--- config.mk ---
export PLATFORM = sky130hd
export DESIGN_NAME = program_fetch
export DESIGN_NICKNAME = d
export VERILOG_FILES = /design/src/rtl/program_fetch.sv
export SDC_FILE = /design/constraint.sdc
export NUM_CORES = 1
export LEC_CHECK = 0
export ABC_CLOCK_PERIOD_IN_PS = 1800
export CORE_MARGIN = 8
export CORE_UTILIZATION = 38
export DETAILED_ROUTE_END_ITERATION = 8
export HOLD_SLACK_MARGIN = 0.1
export MAX_ROUTING_LAYER = met4
export PLACE_DENSITY_LB_ADDON = 0.12
export SLEW_MARGIN = 40
export SYNTH_ARGS = -nofsm -noshare
export SYNTH_HDL_FRONTEND = slang
export SYNTH_SLANG_ARGS = --single-unit
--- constraint.sdc ---
create_clock -name clk -period 1.8 [get_ports clk]
set_input_delay 0.18 -clock clk [delete_from_list [all_inputs] [get_ports clk]]
set_output_delay 0.18 -clock clk [all_outputs]
set_load 0.02 [all_outputs]
--- src/rtl/program_fetch.sv ---
// Fetch controller between the program counter and a synchronous ROM; splits each byte
// into instr/oprnd nibbles for decode. Optional wrap-halt at the top address: FETCH_WRAP_HALT_EN.
//
// state   | meaning
// IDLE    | nothing in flight, all strobes low
// ISSUE   | rom_re high, fetch_pc captured from pc
// CAPTURE | rom_data valid, counter advanced via pc_en
// HOLD    | item presented, waiting for out_ready
// HALT    | wrap-halt reached (FETCH_WRAP_HALT_EN only), left only by reset
module program_fetch #(
   parameter int ADDR_W = 12,
   parameter int DATA_W = 8
) (
   input  logic                clk,
   input  logic                reset,
   input  logic                run,
   input  logic                flush,
   input  logic [ADDR_W-1:0]   pc,
   output logic                pc_en,
   output logic [ADDR_W-1:0]   rom_addr,
   output logic                rom_re,
   input  logic [DATA_W-1:0]   rom_data,
   output logic                out_valid,
   input  logic                out_ready,
   output logic [DATA_W/2-1:0] instr,
   output logic [DATA_W/2-1:0] oprnd,
   output logic [ADDR_W-1:0]   fetch_pc,
   output logic                halted
);

   localparam logic [2:0] IDLE    = 3'd0;
   localparam logic [2:0] ISSUE   = 3'd1;
   localparam logic [2:0] CAPTURE = 3'd2;
   localparam logic [2:0] HOLD    = 3'd3;
`ifdef FETCH_WRAP_HALT_EN
   localparam logic [2:0] HALT    = 3'd4;
`endif

   logic [2:0] state, state_nxt;
   logic       flush_eff;
   logic       wrap_stop;

`ifdef FETCH_WRAP_HALT_EN
   // Halt is sticky: flush cannot pull the FSM out of it.
   assign flush_eff = flush & (state != HALT);
   assign wrap_stop = &fetch_pc;
   assign halted    = (state == HALT);
`else
   assign flush_eff = flush;
   assign wrap_stop = 1'b0;
   assign halted    = 1'b0;
`endif

   assign rom_addr = pc;
   assign rom_re   = (state == ISSUE) & ~flush_eff;
   assign pc_en    = (state == CAPTURE) & ~flush_eff & ~wrap_stop;

   always_comb begin
      state_nxt = state;
      case (state)
         IDLE:    if (run) state_nxt = ISSUE;
         ISSUE:   state_nxt = CAPTURE;
         CAPTURE: state_nxt = HOLD;
         HOLD: begin
            if (out_ready) begin
`ifdef FETCH_WRAP_HALT_EN
               if (wrap_stop)
                  state_nxt = HALT;
               else
                  state_nxt = run ? ISSUE : IDLE;
`else
               state_nxt = run ? ISSUE : IDLE;
`endif
            end
         end
`ifdef FETCH_WRAP_HALT_EN
         HALT:    state_nxt = HALT;
`endif
         default: state_nxt = IDLE;
      endcase
      if (flush_eff) state_nxt = IDLE;
   end

   always_ff @(posedge clk or negedge reset) begin
      if (!reset) begin
         state     <= IDLE;
         out_valid <= 1'b0;
         instr     <= '0;
         oprnd     <= '0;
         fetch_pc  <= '0;
      end else begin
         state <= state_nxt;
         if (flush_eff) begin
            out_valid <= 1'b0;
         end else begin
            if (state == ISSUE)
               fetch_pc <= pc;
            if (state == CAPTURE) begin
               instr     <= rom_data[DATA_W-1:DATA_W/2];
               oprnd     <= rom_data[DATA_W/2-1:0];
               out_valid <= 1'b1;
            end
            if (state == HOLD && out_ready)
               out_valid <= 1'b0;
         end
      end
   end

endmodule

# Word-level counts from Yosys, hierarchy flattened
# Index checks and enable logic that the tools add are counted.
# Widths: inputs -> output; s select.
# op_classes
eq_ne,5
muxes,8
n_bitwise,3
n_reduce_logical,6
# ops
cell,n
$pmux 3 s4,1
$mux 3,3
$eq 3x2->1 const B,2
$ne 3x3->1 const B,2
$reduce_and 2->1,3
$mux 1,4
$eq 3x1->1 const B,1
$logic_not 3->1,1
$reduce_bool 3->1,1
$and 1x1->1,2
$logic_and 1x1->1,1
$not 1->1,1
# word_totals
regBits,24
out_inout_bits,36

# Depth between registers and ports, before layout
# Gate-level depths: netlist of run 1.
# depth
depth_word,4
depth_mapped,5
ltp_nobuf,5

# Least setup slack after synthesis of run 1
# No wires, ideal clock.
# synth_timing
path_type,register to register
start,register state[0]
end,register instr[0]
arrival_ns,1.319
required_time_ns,1.672
slack_ns,0.353
stages_incl_launch_ff,6
cell_sequence,dfrtp_1 -> inv_1 -> ha_1 -> nor2b_1 -> buf_4 -> mux2_1
# synth_between
elab_chain_cells,2
# synth_lines
item,line_no,rtl
from (decl),39,"logic [2:0] state, state_nxt;"
from (signal assigned),92,state <= state_nxt;
$eq 3x2->1,98,if (state == CAPTURE) begin
$reduce_and 2->1 (no line),-,
to (signal assigned),99,instr <= rom_data[DATA_W-1:DATA_W/2];
to (decl),25,"output logic [DATA_W/2-1:0] instr,"
# No other way between the ends.
# A chain may end at the register's enable or synchronous reset.

# Final worst setup path of run 1
# layout_timing
start,register state[1]
end,output port rom_re
# layout_between
elab_chain_cells,2
# layout_lines
item,line_no,rtl
$eq 3x1->1,55,assign rom_re = (state == ISSUE) & ~flush_eff;
$and 1x1->1,55,
to (decl),21,"output logic rom_re,"
# No other way between the ends.

==> results of run 1 <==
-- kinds of logic (layout without fill, tap and decap cells) --
logic type      Yosys count  after routing  share of synthesized area, %
flops                    23             23                          52.1
mux                      21             21                          24.3
buf+inv                  18             71                          11.6
simple gates              8              8                          4.42
fa+ha+maj                 4              4                          4.53
compound gates            4              4                          2.72
other cells               1              1                         0.339
-- through the flow --
stage          utilization, %  power, mW  std cells
3_3_place_gp             60.0       2.39        159
5_1_grt                  60.8       2.80        163
2_1_floorplan               -       1.74         79
4_1_cts                  60.9       2.67        163
6_report                 60.8       2.63        163
3_5_place_dp             60.0       2.43        159
-- worst paths after layout --
path	endpoint	slack [ns]	depth (start not counted)
min in group clk	out_valid$_DFFE_PN0P_	0.44	2
max in group asynchronous	fetch_pc[0]$_DFFE_PN0P_	1.34	2
setup reg to reg	instr[3]$_DFFE_PN0P_	0.26	5
hold reg to reg	oprnd[2]$_DFFE_PN0P_	0.50	1
setup / recovery	rom_re	0.17	4
hold / removal	instr[2]$_DFFE_PN0P_	0.23	2
-- where the power goes --
part | leakage (nW) | internal [mW] | switching (mW)
combinational | 0.439 | 0.817 | 0.663
clock | 0.0150 | 0.0863 | 0.149
sequential | 0.279 | 0.771 | 0.138
-- cells in the mapped netlist, drive strengths merged --
master / number / area [um^2]
a211oi: 2 / 15.0
a21oi: 1 / 5.00
a311o: 1 / 10.0
buf: 15 / 116
conb: 1 / 3.75
dfrtp: 23 / 576
ha: 4 / 50.1
inv: 3 / 11.3
mux2: 20 / 259
mux2i: 1 / 10.0
nand2b: 2 / 12.5
nor2: 1 / 3.75
nor2b: 3 / 21.3
nor3: 1 / 5.00
nor4: 1 / 6.26
-- layout make-up --
type	instances	area (um^2)	area share (%)
well taps	31	38.8	2.32
repair buffers	64	622	37.1
flip-flops and latches	23	576	34.4
inverters	3	11.3	0.672
clock buffers	4	26.3	1.57
multi-input cells	38	402	24.0
-- timing repair --
item | 4_1_cts | 5_1_grt
setup buffers | 0 | 0
setup endpoints to repair | 2 | 1
gates resized for setup | 2 | 2
-- routing by layer --
metal	wire (um)	GRT usage [%]	share of wire, %
met3	223	4.66	8.3
met5	0	-	0
met2	1350	18.1	50
met4	11	2.68	0.41
met1	1100	12.8	41
-- worst max-delay path, cell delays in order (launching register included) --
cell and delay, ns:
dfrtp_1 0.43, inv_1 0.09, ha_1 0.13, nor2b_2 0.14
dlygate4sd2_1 0.35
-- state kept, by name (all words and copies together), names as in the netlist --
name / count
fetch_pc: 12
oprnd: 4
state: 2
instr: 4
out_valid: 1
==> metrics.md, run 1 <==
| Metric | Value |
|---|---|
| Status | `finished, final reports clean` |
| Leakage | `0.733 nW` |
| CTS Buf Count | `3` |
| Setup_tns | `0 ns` |
| Die area | `4890 um^2` |
| Die height | `69.9 um` |
| Detailed router's first-iteration violation count | `18` |
| DRC viols | `0` |
| Layout cell share with drive strength beyond 1 | `16.7%` |
| GR Util All Layers | `11.3%` |
| MaxCap Viol Count | `0` |
| Highest clock rate | `612 MHz` |
| Via count | `764` |
| Setup crit start | `state[1]$_DFFE_PN0P_` |
| Fin area | `1680 um^2` |
| Maximum VDD drop | `968 uV` |
| Worst Hold Slack | `0.227 ns` |
| Final setup fails | `0` |
| First-pass GRT wire length | `4420 um` |
| Unique masters post-synth | `19` |
| Mapped Cells | `79` |
| Post-DP Area | `1660 um^2` |
| Worst-path fanout max | `4` |
| Mapped Area | `1100 um^2` |
| RSZ-0062 raised after global routing | `false` |
| Final Net Count | `162` |
| Worst path arrival time | `1.45 ns` |
| Post-DP HPWL | `2200 um` |
| DRT Pass-1 Iters | `4` |
| Initial Util | `40.1%` |
| Clock net sink count | `23` |
| Initial antenna violation count | `0` |
| Clk buf depth | `2` |
| Period utilization | `90.7%` |
| Vias in the first global route | `847` |
| Antenna-violating nets left | `0` |
| FF+latch count, synth | `23` |
| Pin count of the biggest net entering global routing | `24` |
| GRT Residual Overflow | `0` |
| I/O Buffers | `59` |
| YS warnings | `0` |
| Fin crit period | `1.63 ns` |
| Clock-pin slew on the worst setup and hold paths | `0.13 ns` |
| Standard-cell rows | `19` |
| Hold Fails Final Rpt | `0` |
| Power Density | `1570 nW/um^2` |
| Most common cell after layout, fill and taps aside | `clkdlybuf4s50_1` |
| Setup crit end kind | `output pin` |
| Wire per inst | `16.5 um` |
| Crit Path Class | `register to output pin` |
| Top Ports | `61` |
| GPL Wtd Cong | `0.763` |
| Post-DR vias/cell | `4.69` |
| Hold_buf cts | `0` |
| Syn Area/Cell | `14.0 um^2` |
| Most frequent cells in the layout | `57 x clkdlybuf4s50_1, 23 x dfrtp_1, 9 x mux2_4` |
| Synth Net Count | `108` |
| Max-slew violation count | `0` |
| Place WS | `0.117 ns` |
| Hold WC Path Type | `primary input to asynchronous set/reset pin` |
| Routed wire length | `2690 um` |
| H-tree lvl count | `1` |
| Required @ worst endpoint | `1.62 ns` |
| Reg-to-reg critical path startpoint | `state[0]$_DFFE_PN0P_` |
| Layout area overhead | `51.6%` |
| Clock skew | `0.00768 ns` |
| Worst setup margin | `0.167 ns` |
| Root buffer cell | `clkbuf_4` |
| Worst setup SP type | `register` |
| Core area | `2760 um^2` |
| CTS tree | `yes` |
| Register area share after synthesis | `52.1%` |
| Layout fillers | `233` |
| Worst skew pair latency | `0.30 ns` |
| Antenna cells | `0` |
| Width of the die | `69.9 um` |
No activity file was read; power rests on OpenSTA's default activity.
==> inputs of run 2 (changes only) <==
--- a/config.mk
+++ b/config.mk
@@ -6,13 +6,14 @@
 export NUM_CORES = 1
 export LEC_CHECK = 0
 export ABC_CLOCK_PERIOD_IN_PS = 1800
-export CORE_MARGIN = 8
 export CORE_UTILIZATION = 38
 export DETAILED_ROUTE_END_ITERATION = 8
 export HOLD_SLACK_MARGIN = 0.1
 export MAX_ROUTING_LAYER = met4
 export PLACE_DENSITY_LB_ADDON = 0.12
+export REMOVE_ABC_BUFFERS = 1
 export SLEW_MARGIN = 40
 export SYNTH_ARGS = -nofsm -noshare
 export SYNTH_HDL_FRONTEND = slang
 export SYNTH_SLANG_ARGS = --single-unit
+export TNS_END_PERCENT = 5
==> run 2 against run 1 <==
Compared with the run above:
- final area is the same
- wire length shrank 19%
- critical path depth is the same
- clock skew shrank 0.0063 ns
- non-clock buffer count is the same
- first-iteration DRC count shrank 33%
- count of clock-buffer cells in the layout is the same
- cell count is the same
- die area shrank 36%
- sequential power shrank 0.7%
- worst setup slack lost 0.042 ns
==> metrics.md, run 2 (synthesis gave the netlist of run 1 again) <==
| Metric | Value |
|---|---|
| DRT Pass-1 Iters | `2 (was 4)` |
| Cell-internal power | `1.68 mW (was 1.67 mW)` |
| Multi-input logic area | `402 um^2 (unchanged)` |
| H-tree lvl count | `1 (unchanged)` |
| DRC viols | `0 (unchanged)` |
| Largest register FFs | `12 (unchanged)` |
| Most frequent cells in the layout | `57 x clkdlybuf4s50_1, 23 x dfrtp_1, 9 x mux2_4 (unchanged)` |
| Slowest stage delay, CP | `0.44 ns (was 0.43 ns)` |
| Met3 Wirelength | `186 um (was 223 um)` |
| Worst R2R Setup Slack | `0.26 ns (about the same)` |
| Final setup fails | `0 (unchanged)` |
| CP top delay family | `buffers and inverters (unchanged)` |
| CTS tree | `yes (unchanged)` |
| Setup crit end kind | `output pin (unchanged)` |
| Hold_buf cts | `0 (unchanged)` |
| Final Core Density | `60.8% (unchanged)` |
| First-pass GRT wire length | `3650 um (was 4420 um)` |
| Hold WC Path Type | `primary input to asynchronous set/reset pin (unchanged)` |
| Routed wire length | `2170 um (was 2690 um)` |
| WL met1 | `938 um (was 1100 um)` |
| Largest Register | `fetch_pc (unchanged)` |
| Root buffer cell | `clkbuf_4 (unchanged)` |
| Worst-path fanout max | `4 (unchanged)` |
| Register share of total power | `34.6% (about the same)` |
| GRT Residual Overflow | `0 (unchanged)` |
| Layout area overhead | `51.6% (unchanged)` |
| Period utilization | `93.1% (was 90.7%)` |
| Post-DR vias/cell | `4.72 (was 4.69)` |
| Met2 Wirelength | `1020 um (was 1350 um)` |
| Antenna-violating nets left | `0 (unchanged)` |
| Clock-pin slew on the worst setup and hold paths | `0.12 ns (was 0.13 ns)` |
| Setup crit start | `state[1]$_DFFE_PN0P_ (unchanged)` |
| Reg area | `576 um^2 (unchanged)` |
| R2R depth | `5 (unchanged)` |
| Power Density | `1560 nW/um^2 (was 1570 nW/um^2)` |
| Worst path arrival time | `1.50 ns (was 1.45 ns)` |
| MaxCap Viol Count | `0 (unchanged)` |
| Die height | `55.9 um (was 69.9 um)` |
| Required @ worst endpoint | `1.62 ns (about the same)` |
| Post-DP HPWL | `1680 um (was 2200 um)` |
| Maximum VDD drop | `1040 uV (was 968 uV)` |
| Initial antenna violation count | `0 (unchanged)` |
| CTS Buf Count | `3 (unchanged)` |
| Width of the die | `55.9 um (was 69.9 um)` |
| Standard-cell rows | `19 (unchanged)` |
| Leakage | `0.733 nW (unchanged)` |
| Clock power frac | `8.9% (was 9.0%)` |
| Worst setup SP type | `register (unchanged)` |
| Highest clock rate | `597 MHz (was 612 MHz)` |
| Top Ports | `61 (unchanged)` |
| Core area | `2760 um^2 (unchanged)` |
| CP Depth | `4 (unchanged)` |
| Pin count of the biggest net entering global routing | `24 (unchanged)` |
| Reg2reg end | `instr[0]$_DFFE_PN0P_ (was instr[3]$_DFFE_PN0P_)` |
| WP buf/inv | `2 (unchanged)` |
| Worst Setup EP | `rom_re (unchanged)` |
| I/O Buffers | `59 (unchanged)` |
| Top sig layer | `met4 (unchanged)` |
| Fin crit period | `1.68 ns (was 1.63 ns)` |
| Crit path cell chain | `inv_1 > ha_1 > nor2b_2 > dlygate4sd2_1 (unchanged)` |
| Layout cell share with drive strength beyond 1 | `16.7% (unchanged)` |
| CP max-delay cell | `dfrtp_1 (unchanged)` |
| Worst skew pair latency | `0.31 ns (was 0.30 ns)` |
| GPL Wtd Cong | `0.844 (was 0.763)` |
| Max-slew violation count | `0 (unchanged)` |
| Worst Hold Slack | `0.206 ns (was 0.227 ns)` |
| RSZ-0062 raised after global routing | `false (unchanged)` |
| Clk buf depth | `2 (unchanged)` |
| Hold Fails Final Rpt | `0 (unchanged)` |
| Final Net Count | `162 (unchanged)` |
| Clock skew | `0.00142 ns (was 0.00768 ns)` |
| Crit Path Class | `register to output pin (unchanged)` |
| Detailed router's first-iteration violation count | `12 (was 18)` |
| Via count | `769 (was 764)` |
| Reg-to-reg critical path startpoint | `state[0]$_DFFE_PN0P_ (unchanged)` |
| Vias in the first global route | `764 (was 847)` |
| Most common cell after layout, fill and taps aside | `clkdlybuf4s50_1 (unchanged)` |
| Clock net sink count | `23 (unchanged)` |
| Wire per inst | `13.3 um (was 16.5 um)` |
| Top Registers | `fetch_pc: 12 flops, instr: 4 flops, oprnd: 4 flops (unchanged)` |
| GR Util All Layers | `15.5% (was 11.3%)` |
| Switch share | `35.7% (was 36.2%)` |
| Initial Util | `40.1% (unchanged)` |
| Net Switching | `931 uW (was 951 uW)` |
| Status | `finished, final reports clean (unchanged)` |
| Layout fillers | `233 (unchanged)` |
| Comb pwr share | `56.4% (about the same)` |
| Die area | `3130 um^2 (was 4890 um^2)` |
| Antenna cells | `0 (unchanged)` |
run 2: cell counts in the layout (fill, tap and decap cells not counted):
No cell type changed its count.
run 2: area by class of cell:
class | instances | share of cell area, %
repair buffers | 64 | 37.1
inverters | 3 | 0.672
clock buffers | 4 | 1.57
flip-flops and latches | 23 | 34.4
well taps | 31 | 2.32
multi-input cells | 38 | 24.0
run 2: per-stage QoR:
stage	cells	total power, mW	setup slack, ns	TNS [ns]	cell area, um^2
after detailed placement	159	2.41	0.106	0	1660
after floorplan	64	1.68	-0.0868	-0.694	988
after global routing	163	2.77	0.0216	0	1680
after CTS	163	2.65	0.0176	0	1680
after global placement	159	2.38	0.137	0	1660
final	163	2.61	0.124	0	1680
run 2: how the worst min path moves through the flow:
stage	end	slack (ns)	cells past startpoint	startpoint
after detailed placement	oprnd[0]$_DFFE_PN0P_	0.48	1	oprnd[0]$_DFFE_PN0P_
after global placement	oprnd[3]$_DFFE_PN0P_	0.47	1	oprnd[3]$_DFFE_PN0P_
after global routing	oprnd[2]$_DFFE_PN0P_	0.23	2	reset
after floorplan	fetch_pc[0]$_DFFE_PN0P_	-0.12	0	reset
final	oprnd[3]$_DFFE_PN0P_	0.21	2	reset
after CTS	oprnd[1]$_DFFE_PN0P_	0.20	2	reset
run 2: routing by layer:
metal	vias to the layer above	track usage, %
met1	372	18.7
met2	33	23.9
met3	4	6.05
met4	0	5.23
met5	-	-
li1	360	-
run 2: repair_timing:
item                       in CTS  in global routing
setup endpoints to repair       2                  1
setup buffers                   0                  0
gates cloned                    0                  0
resized for setup               2                  2
run 2: power groups by stage:
stage | Combinational, mW | Clock [mW] | Sequential (mW)
CTS | 1.49 | 0.251 | 0.906
detailed placement | 1.49 | 0 | 0.918
finish | 1.47 | 0.233 | 0.903
global placement | 1.48 | 0 | 0.901
global route | 1.56 | 0.270 | 0.936
floorplan | 0.477 | 0 | 1.20
